[config.mk]
export PLATFORM = sky130hd
export DESIGN_NAME = fetch_sequencer_flat
export DESIGN_NICKNAME = d
export VERILOG_FILES = /design/src/rtl/fetch_pkg.sv /design/src/rtl/fetch_sequencer_if.sv /design/src/rtl/fetch_sequencer.sv /design/src/flat_wrapper.sv
export SDC_FILE = /design/constraint.sdc
export NUM_CORES = 1
export LEC_CHECK = 0
export BUFFER_PORTS_ARGS = -buffer_cell sky130_fd_sc_hd__buf_2
export CORE_UTILIZATION = 45
export CTS_BUF_LIST = sky130_fd_sc_hd__clkbuf_4 sky130_fd_sc_hd__clkbuf_8
export DETAILED_ROUTE_END_ITERATION = 6
export PLACE_DENSITY_LB_ADDON = 0.25
export SYNTH_ARGS = -nofsm -noshare
export SYNTH_HDL_FRONTEND = slang
export SYNTH_SLANG_ARGS = --single-unit
export TNS_END_PERCENT = 30
[constraint.sdc]
create_clock -name clk -period 1.98 [get_ports clk]
set_input_delay 0.396 -clock clk [delete_from_list [all_inputs] [get_ports clk]]
set_output_delay 0.396 -clock clk [all_outputs]
set_load 0.01 [all_outputs]
[src/rtl/fetch_pkg.sv]
// Shared constants for the fetch sequencer: widths, opcode encodings and FSM states.
package fetch_pkg;

  localparam int PC_W    = 9;
  localparam int IW      = 16;
  localparam int DEPTH   = 8;
  localparam int DEPTH_W = $clog2(DEPTH);

  localparam logic [DEPTH_W-1:0] DEPTH_MAX = DEPTH_W'(DEPTH - 1);

  localparam logic [3:0] OP_CALL = 4'hC;
  localparam logic [3:0] OP_RET  = 4'hD;
  localparam logic [3:0] OP_HALT = 4'hF;

  typedef enum logic [2:0] {
    ST_IDLE,
    ST_REQ,
    ST_ISSUE,
    ST_PUSH,
    ST_SETTLE,
    ST_HALTED,
    ST_ERR
  } state_e;

endpackage

[src/rtl/fetch_sequencer_if.sv]
// Bundles the PC-bank, instruction-memory and decode handshakes of the fetch sequencer.
interface fetch_sequencer_if;
  import fetch_pkg::*;

  logic [PC_W-1:0] pc_in;
  logic            pc_inc;
  logic            pc_ref_inc;
  logic            pc_ref_dec;
  logic            imem_req;
  logic [PC_W-1:0] imem_addr;
  logic            imem_ack;
  logic [IW-1:0]   imem_data;
  logic            instr_valid;
  logic [IW-1:0]   instr;
  logic            instr_ready;

  modport master (
    input  pc_in, imem_ack, imem_data, instr_ready,
    output pc_inc, pc_ref_inc, pc_ref_dec, imem_req, imem_addr, instr_valid, instr
  );

  modport slave (
    output pc_in, imem_ack, imem_data, instr_ready,
    input  pc_inc, pc_ref_inc, pc_ref_dec, imem_req, imem_addr, instr_valid, instr
  );

endinterface

[src/rtl/fetch_sequencer.sv]
// Fetches instruction words for decode and drives the PC bank's inc/push/pop strobes,
// tracking context depth locally so the bank never sees an out-of-range push or pop.
module fetch_sequencer
  import fetch_pkg::*;
(
  input  logic               clk,
  input  logic               rst_n,
  input  logic               start,
  fetch_sequencer_if.master  bus,
  output logic [DEPTH_W-1:0] depth,
  output logic               halted,
  output logic               err
);

  state_e             state_q, state_d;
  logic               req_q, req_d;
  logic [PC_W-1:0]    addr_q, addr_d;
  logic [IW-1:0]      instr_q, instr_d;
  logic               valid_q, valid_d;
  logic               inc_q, inc_d;
  logic               ref_inc_q, ref_inc_d;
  logic               ref_dec_q, ref_dec_d;
  logic [DEPTH_W-1:0] depth_q, depth_d;
  logic               halted_q, halted_d;
  logic               err_q, err_d;

  logic [3:0] opcode;
  logic       strobe_busy;

  assign opcode      = instr_q[IW-1 -: 4];
  assign strobe_busy = inc_q | ref_inc_q | ref_dec_q;

  always_comb begin
    state_d   = state_q;
    req_d     = req_q;
    addr_d    = addr_q;
    instr_d   = instr_q;
    valid_d   = valid_q;
    inc_d     = 1'b0;
    ref_inc_d = 1'b0;
    ref_dec_d = 1'b0;
    depth_d   = depth_q;
    halted_d  = halted_q;
    err_d     = err_q;

    unique case (state_q)
      ST_IDLE: begin
        if (start) begin
          state_d = ST_REQ;
          req_d   = 1'b1;
          addr_d  = bus.pc_in;
        end
      end

      ST_REQ: begin
        if (bus.imem_ack) begin
          req_d   = 1'b0;
          instr_d = bus.imem_data;
          valid_d = 1'b1;
          state_d = ST_ISSUE;
        end
      end

      ST_ISSUE: begin
        if (valid_q && bus.instr_ready) begin
          valid_d = 1'b0;
          unique case (opcode)
            OP_CALL: begin
              inc_d   = 1'b1;
              state_d = ST_PUSH;
            end
            OP_RET: begin
              if (depth_q == '0) begin
                err_d   = 1'b1;
                state_d = ST_ERR;
              end else begin
                ref_dec_d = 1'b1;
                depth_d   = depth_q - DEPTH_W'(1);
                state_d   = ST_SETTLE;
              end
            end
            OP_HALT: begin
              halted_d = 1'b1;
              state_d  = ST_HALTED;
            end
            default: begin
              inc_d   = 1'b1;
              state_d = ST_SETTLE;
            end
          endcase
        end
      end

      ST_PUSH: begin
        if (depth_q == DEPTH_MAX) begin
          err_d   = 1'b1;
          state_d = ST_ERR;
        end else begin
          ref_inc_d = 1'b1;
          depth_d   = depth_q + DEPTH_W'(1);
          state_d   = ST_SETTLE;
        end
      end

      // Wait until the last strobe has been taken by the bank, so pc_in is current.
      ST_SETTLE: begin
        if (!strobe_busy) begin
          state_d = ST_REQ;
          req_d   = 1'b1;
          addr_d  = bus.pc_in;
        end
      end

      ST_HALTED, ST_ERR: begin
        state_d = state_q;
      end

      default: begin
        state_d = ST_IDLE;
        req_d   = 1'b0;
        valid_d = 1'b0;
      end
    endcase
  end

  always_ff @(posedge clk or negedge rst_n) begin
    if (!rst_n) begin
      state_q   <= ST_IDLE;
      req_q     <= 1'b0;
      addr_q    <= '0;
      instr_q   <= '0;
      valid_q   <= 1'b0;
      inc_q     <= 1'b0;
      ref_inc_q <= 1'b0;
      ref_dec_q <= 1'b0;
      depth_q   <= '0;
      halted_q  <= 1'b0;
      err_q     <= 1'b0;
    end else begin
      state_q   <= state_d;
      req_q     <= req_d;
      addr_q    <= addr_d;
      instr_q   <= instr_d;
      valid_q   <= valid_d;
      inc_q     <= inc_d;
      ref_inc_q <= ref_inc_d;
      ref_dec_q <= ref_dec_d;
      depth_q   <= depth_d;
      halted_q  <= halted_d;
      err_q     <= err_d;
    end
  end

  assign bus.imem_req    = req_q;
  assign bus.imem_addr   = addr_q;
  assign bus.instr       = instr_q;
  assign bus.instr_valid = valid_q;
  assign bus.pc_inc      = inc_q;
  assign bus.pc_ref_inc  = ref_inc_q;
  assign bus.pc_ref_dec  = ref_dec_q;
  assign depth           = depth_q;
  assign halted          = halted_q;
  assign err             = err_q;

endmodule

[src/flat_wrapper.sv]
// flat-port wrapper written by rule: the top's interface ports become plain ports
module fetch_sequencer_flat import fetch_pkg::*;
  (clk, rst_n, start, depth, halted, err, bus_pc_in, bus_imem_ack, bus_imem_data, bus_instr_ready, bus_pc_inc, bus_pc_ref_inc, bus_pc_ref_dec, bus_imem_req, bus_imem_addr, bus_instr_valid, bus_instr);
  fetch_sequencer_if bus_i ();
  input  logic clk;
  input  logic rst_n;
  input  logic start;
  output logic [DEPTH_W-1:0] depth;
  output logic halted;
  output logic err;
  input wire logic [$bits(bus_i.pc_in)-1:0] bus_pc_in;
  input wire logic [$bits(bus_i.imem_ack)-1:0] bus_imem_ack;
  input wire logic [$bits(bus_i.imem_data)-1:0] bus_imem_data;
  input wire logic [$bits(bus_i.instr_ready)-1:0] bus_instr_ready;
  output wire logic [$bits(bus_i.pc_inc)-1:0] bus_pc_inc;
  output wire logic [$bits(bus_i.pc_ref_inc)-1:0] bus_pc_ref_inc;
  output wire logic [$bits(bus_i.pc_ref_dec)-1:0] bus_pc_ref_dec;
  output wire logic [$bits(bus_i.imem_req)-1:0] bus_imem_req;
  output wire logic [$bits(bus_i.imem_addr)-1:0] bus_imem_addr;
  output wire logic [$bits(bus_i.instr_valid)-1:0] bus_instr_valid;
  output wire logic [$bits(bus_i.instr)-1:0] bus_instr;
  assign bus_i.pc_in = bus_pc_in;
  assign bus_i.imem_ack = bus_imem_ack;
  assign bus_i.imem_data = bus_imem_data;
  assign bus_i.instr_ready = bus_instr_ready;
  assign bus_pc_inc = bus_i.pc_inc;
  assign bus_pc_ref_inc = bus_i.pc_ref_inc;
  assign bus_pc_ref_dec = bus_i.pc_ref_dec;
  assign bus_imem_req = bus_i.imem_req;
  assign bus_imem_addr = bus_i.imem_addr;
  assign bus_instr_valid = bus_i.instr_valid;
  assign bus_instr = bus_i.instr;
  fetch_sequencer u_core (.clk(clk), .rst_n(rst_n), .start(start), .bus(bus_i), .depth(depth), .halted(halted), .err(err));
endmodule
Word-level counts from Yosys, hierarchy flattened
Cells that the tools add are included.
{"block": "op_classes", "reduce_logical": 17, "shift": 0, "n_bitwise": 5, "mux": 37, "mul": 0, "n_div": 0, "magnitude_cmp": 0, "n_eq_ne": 19, "add_sub_neg": 2}
{"operator": "two-way mux 3 bit", "n": 8}
{"operator": "two-way mux 1 bit", "n": 18}
{"operator": "two-way mux 9 bit", "n": 2}
{"operator": "case mux 3 bit (6 select lines)", "n": 1}
{"operator": "case mux 9 bit (2 select lines)", "n": 1}
{"operator": "AND reduction 5 bit", "n": 3}
{"operator": "== test 3 bit (second input constant)", "n": 4}
{"operator": "== test 4 bit (second input constant)", "n": 3}
{"operator": "!= test 2 bit (second input constant)", "n": 5}
{"operator": "case mux 3 bit (3 select lines)", "n": 1}
{"operator": "AND reduction 3 bit", "n": 3}
{"operator": "!= test 2 x 1 -> 1 bit (second input constant)", "n": 4}
{"operator": "== test 3 x 2 -> 1 bit (second input constant)", "n": 2}
{"operator": "zero test 3 bit", "n": 2}
{"operator": "case mux 3 bit (2 select lines)", "n": 1}
{"operator": "OR reduction 5 bit", "n": 1}
{"operator": "two-way mux 2 bit", "n": 2}
{"operator": "case mux 1 bit (4 select lines)", "n": 1}
{"operator": "AND reduction 4 bit", "n": 1}
{"operator": "nonzero test 2 bit", "n": 2}
{"operator": "OR reduction 2 bit", "n": 2}
{"operator": "OR reduction 4 bit", "n": 1}
{"operator": "adder 3 x 1 -> 3 bit (second input constant)", "n": 1}
{"operator": "== test 3 x 1 -> 1 bit (second input constant)", "n": 1}
{"operator": "other kinds (7)", "n": 10}
{"block": "totals", "register_bits": 38, "mem_bits_ro": 0, "mem_count": 0, "output_inout_bits": 35, "inputBits": 30, "latchBits": 0, "ramBits": 0, "wordCells": 91}

Logic depth before layout (Yosys ltp)
{"block": "logic_depth", "ltp_word": 5, "depth_mapped": 6}

Worst setup path before layout
OpenSTA, ideal clock, no wires.
{"block": "synth_timing", "path_type": "flip-flop to flip-flop", "from": "register u_core.ref_inc_q, in the netlist u_core.bus.pc_ref_inc", "to": "register u_core.addr_q[0], in the netlist u_core.bus.imem_addr[0]", "arrival_ps": 1449, "path_stages_with_launch": 5, "setup_slack_ps": 406, "t_required_ps": 1855, "path_cell_list": "dfrtp_1 > nor4b_4 > a21oi_2 > nor3_4 > mux2_2"}
{"block": "synth_via", "elab_chain_len": 4}
{"element": "from (decl)", "line_no": "fetch_sequencer.sv:21", "source": "logic ref_inc_q, ref_inc_d;"}
{"element": "from (signal assigned)", "line_no": "fetch_sequencer.sv:146", "source": "ref_inc_q <= ref_inc_d;"}
{"element": "bitwise OR 1 bit (2 in series)", "line_no": "fetch_sequencer.sv:31", "source": "assign strobe_busy = inc_q | ref_inc_q | ref_dec_q;"}
{"element": "!= test 2 bit (no source line)"}
{"element": "AND reduction 3 bit (no source line)"}
{"element": "to (signal assigned)", "line_no": "fetch_sequencer.sv:142", "source": "addr_q <= addr_d;"}
{"element": "to (decl)", "line_no": "fetch_sequencer.sv:17", "source": "logic [PC_W-1:0] addr_q, addr_d;"}
No other way between the ends.
A chain may end at the register's enable or synchronous reset.

Worst setup path after layout
{"block": "layout_timing", "from": "register u_core.state_q[2]", "to": "register u_core.addr_q[6], in the netlist u_core.bus.imem_addr[6]"}
{"block": "layout_via", "elab_chain_len": 3, "word_cells_on_any_way": 7, "classes_between": "eq/ne: 3; mux: 1; reduce/logical: 3"}
{"element": "from (decl)", "line_no": "fetch_sequencer.sv:15", "source": "state_e state_q, state_d;"}
{"element": "from (signal assigned)", "line_no": "fetch_sequencer.sv:140", "source": "state_q <= state_d;"}
{"element": "== test 3 bit / zero test 3 bit (equally long branches)", "line_no": "fetch_sequencer.sv:46", "source": "unique case (state_q)"}
{"element": "!= test 2 bit (no source line) / nonzero test 2 bit (equally long branches)"}
{"element": "AND reduction 3 bit (no source line)"}
Several ways; a longest one is shown, not always the timed one.

==> key figures <==
Global route
  • Vias in the first global route: 1,252
  • First-pass GRT wire length: 5.858 mm
  • GRT Total Usage: 19.45%
  • GRT Residual Overflow: 0
  • Initial antenna violation count: 0
  • Pin count of the biggest net entering global routing: 39

Timing
  • RSZ-0062 raised after global routing: false
  • Final setup fails: 0
  • TNS Setup: 0 ns
  • Fin. Hold Viols: 0
  • Final Critical Period: 1.753 ns
  • Post-route setup slack: 0.2269 ns
  • Fin crit share: 88.54%
  • Slew HR: 67.28%
  • Pins Over Slew Limit: 0
  • Slew at the pin closest to its max-slew limit: 0.4892 ns
  • Max Clock Freq: 0.5704 GHz
  • Final Skew: 0.006961 ns

Logic synthesis
  • EDFF count, synth: 0
  • Mean Syn Cell Area: 13.72 µm²
  • Post-synth top area share: 56.80%
  • Share of flip-flops with an asynchronous set or reset: 100.0%
  • Simple logic cell fraction of the synthesized area: 11.21%
  • Ys flop type: dfrtp_1
  • Top cells by instance count after synthesis: dfrtp_1, mux2_2, o21ai_0
  • Post-synthesis mux area share: 18.09%
  • YS warnings: 0
  • Yosys top cell by area: dfrtp_1
  • Synth cell types: 36
  • Post-synth design cell area: 1674 µm²
  • Most frequent cell after synthesis: dfrtp_1
  • Synth Register Bits: 38
  • Mapped Cells: 122
  • Top cells by area, synth: dfrtp_1, mux2_2, o21ai_0
  • Fraction of the yosys area taken by sequential cells: 56.80%
  • Xor-xnor portion of the synthesized cell area: 1.570%
  • Adder-Cell Fraction of Synth Area: 1.196%
  • Largest family of logic cells by synthesized area: multiplexers
  • Synth Area in Compound Gates: 8.146%
  • Nets in the synthesized netlist: 153

Clocking
  • Clk_lat worst skew: 0.29 ns
  • Postcts setup bufs: 0
  • CTS Sinks: 38
  • Root Driver: clkbuf_8
  • Hold bufs inserted after CTS: 0
  • Post-CTS Resized: 0
  • Clock buffer count from CTS: 5
  • Worst-path clk slew: 0.08 ns
  • Htree depth: 2
  • Clock Path Buffers: 2
  • CTS tree: done

Routing
  • Drt initial violations: 98
  • Vias: 1,220
  • TritonRoute pass-1 iters: 4
  • DR WL/cell: 14.64 µm
  • Antenna viol nets, final: 0
  • Post-route DRC: 0
  • Final WL: 3.498 mm
  • Number of vias per cell: 5.105

Layout
  • Seq. cell area: 950.9 µm²
  • Fillers: 285
  • Final instance area: 2147 µm²
  • Multi-input logic area: 673.1 µm²
  • Non-filler cells, final: 239
  • Antenna cells: 0
  • Net count reported at finish: 223
  • Area Overhead vs Synth: 28.25%
  • Fraction of layout instances using a drive strength above 1: 55.96%

Worst setup path
  • Crit Path Class: flop to flop
  • Critical Path AT: 1.93 ns
  • R2r startpoint: u_core.state_q[2]
  • Flop2flop setup slack: 0.23 ns
  • Crit. End Element: flop
  • Crit path required time: 2.16 ns
  • Startpoint types: flop
  • Reg-to-Reg End: u_core.bus.imem_addr[6]
  • Critical Path Fanout Max: 10
  • Worst R2R Path Depth: 4

Job
  • MaxCap Viol Count: 0

Die
  • Die width: 63.00 µm
  • Die H: 63.00 µm
  • Core ar.: 3442 µm²
  • # rows: 21
  • I/O pins: 65
  • Full die area: 3968 µm²
  • Initial core utilization: 48.64%

Placement
  • Hpwl dp: 2.535 mm
  • Placed insts: 231
  • Count of input and output buffers: 64
  • Placed cell areas: 2052 µm²
  • Routability cong.: 0.8899
  • DP Worst Slack: 0.2290 ns

Status
  • Run status: complete, no violations

Power and ir drop
  • PD cells: 1605 nW/µm²
  • Maximum vdd drop: 894.2 µV
  • P_leak: 1.009 nW
  • Pwr Total: 3.446 mW

Hold path
  • Hold crit path type: primary input to async pin
layer usage:
| layer | global-route usage [%] | vias to the layer above | wire length, µm | share of wire, % |
|---|---|---|---|---|
| li1 | - | 579 | - | - |
| met5 | 0 | - | 0 | 0 |
| met2 | 30.78 | 41 | 1706 | 49 |
| met1 | 25.24 | 596 | 1537 | 44 |
| met4 | 6.977 | 0 | 47 | 1.3 |
| met3 | 5.657 | 4 | 207 | 5.9 |
state kept, by name (all words and copies together) (netlist names):
name                    count
u_core.bus.imem_addr        9
u_core.bus.imem_req         1
u_core.bus.instr           16
u_core.bus.instr_valid      1
u_core.bus.pc_inc           1
u_core.bus.pc_ref_dec       1
u_core.bus.pc_ref_inc       1
u_core.depth                3
u_core.err                  1
u_core.halted               1
u_core.state_q              3
how the worst max path moves through the flow:
stage / end / slack (ns) / from
floorplan: u_core.bus.imem_addr[0] / 0.41 / u_core.bus.pc_ref_inc
global placement: u_core.bus.imem_addr[5] / 0.33 / u_core.state_q[2]
detailed placement: u_core.bus.imem_addr[1] / 0.23 / u_core.state_q[2]
CTS: u_core.bus.imem_addr[6] / 0.23 / u_core.state_q[2]
global route: u_core.bus.imem_addr[4] / 0.1 / u_core.state_q[2]
finish: u_core.bus.imem_addr[6] / 0.23 / u_core.state_q[2]
layout make-up:
type                       instances  share of cell area [%]
sequential                        38                   44.29
multi-input combinational         76                   31.35
timing repair buffer              67                   16.55
clock buffer                       6                   3.846
tap                               46                   2.681
inverter                           4                  0.6993
clock inverter                     2                  0.5828
layout by cell type, fill, tap and decap left out, drive strengths merged, types with 3 or more instances in the layout:
cell type  Yosys  layout
buf            4      67
mux2          26      26
xnor2          3       3
nor2           3       3
inv            4       4
dfrtp         38      38
nand2          4       4
clkbuf         0       6
o21ai          7       7
nor3           3       3
cell families after synthesis:
kind of cell | count (synthesis)
compound gates | 20
flops | 38
fa+ha+maj | 1
simple gates | 25
mux | 27
buf+inv | 8
xor+xnor | 3
worst max-delay path, cell delays in order (launching register included):
cell	delay, ns
dfrtp_1	0.49
nor4b_4	0.26
a21oi_2	0.09
nor3_4	0.40
mux2_2	0.40
where the power goes:
group          internal [mW]  switching, mW
Clock                  0.280          0.272
Combinational          0.763          0.668
Sequential              1.13          0.331
through the flow:
| step | util, % | hold slack, ns |
|---|---|---|
| 4_1_cts | 62.38 | 0.1592 |
| 3_5_place_dp | 59.61 | 0.4557 |
| 5_1_grt | 62.38 | 0.1898 |
| 3_3_place_gp | 59.61 | 0.4530 |
| 2_1_floorplan | - | 0.1004 |
| 6_report | 62.38 | 0.1450 |
(Power assumes the default switching activity.)
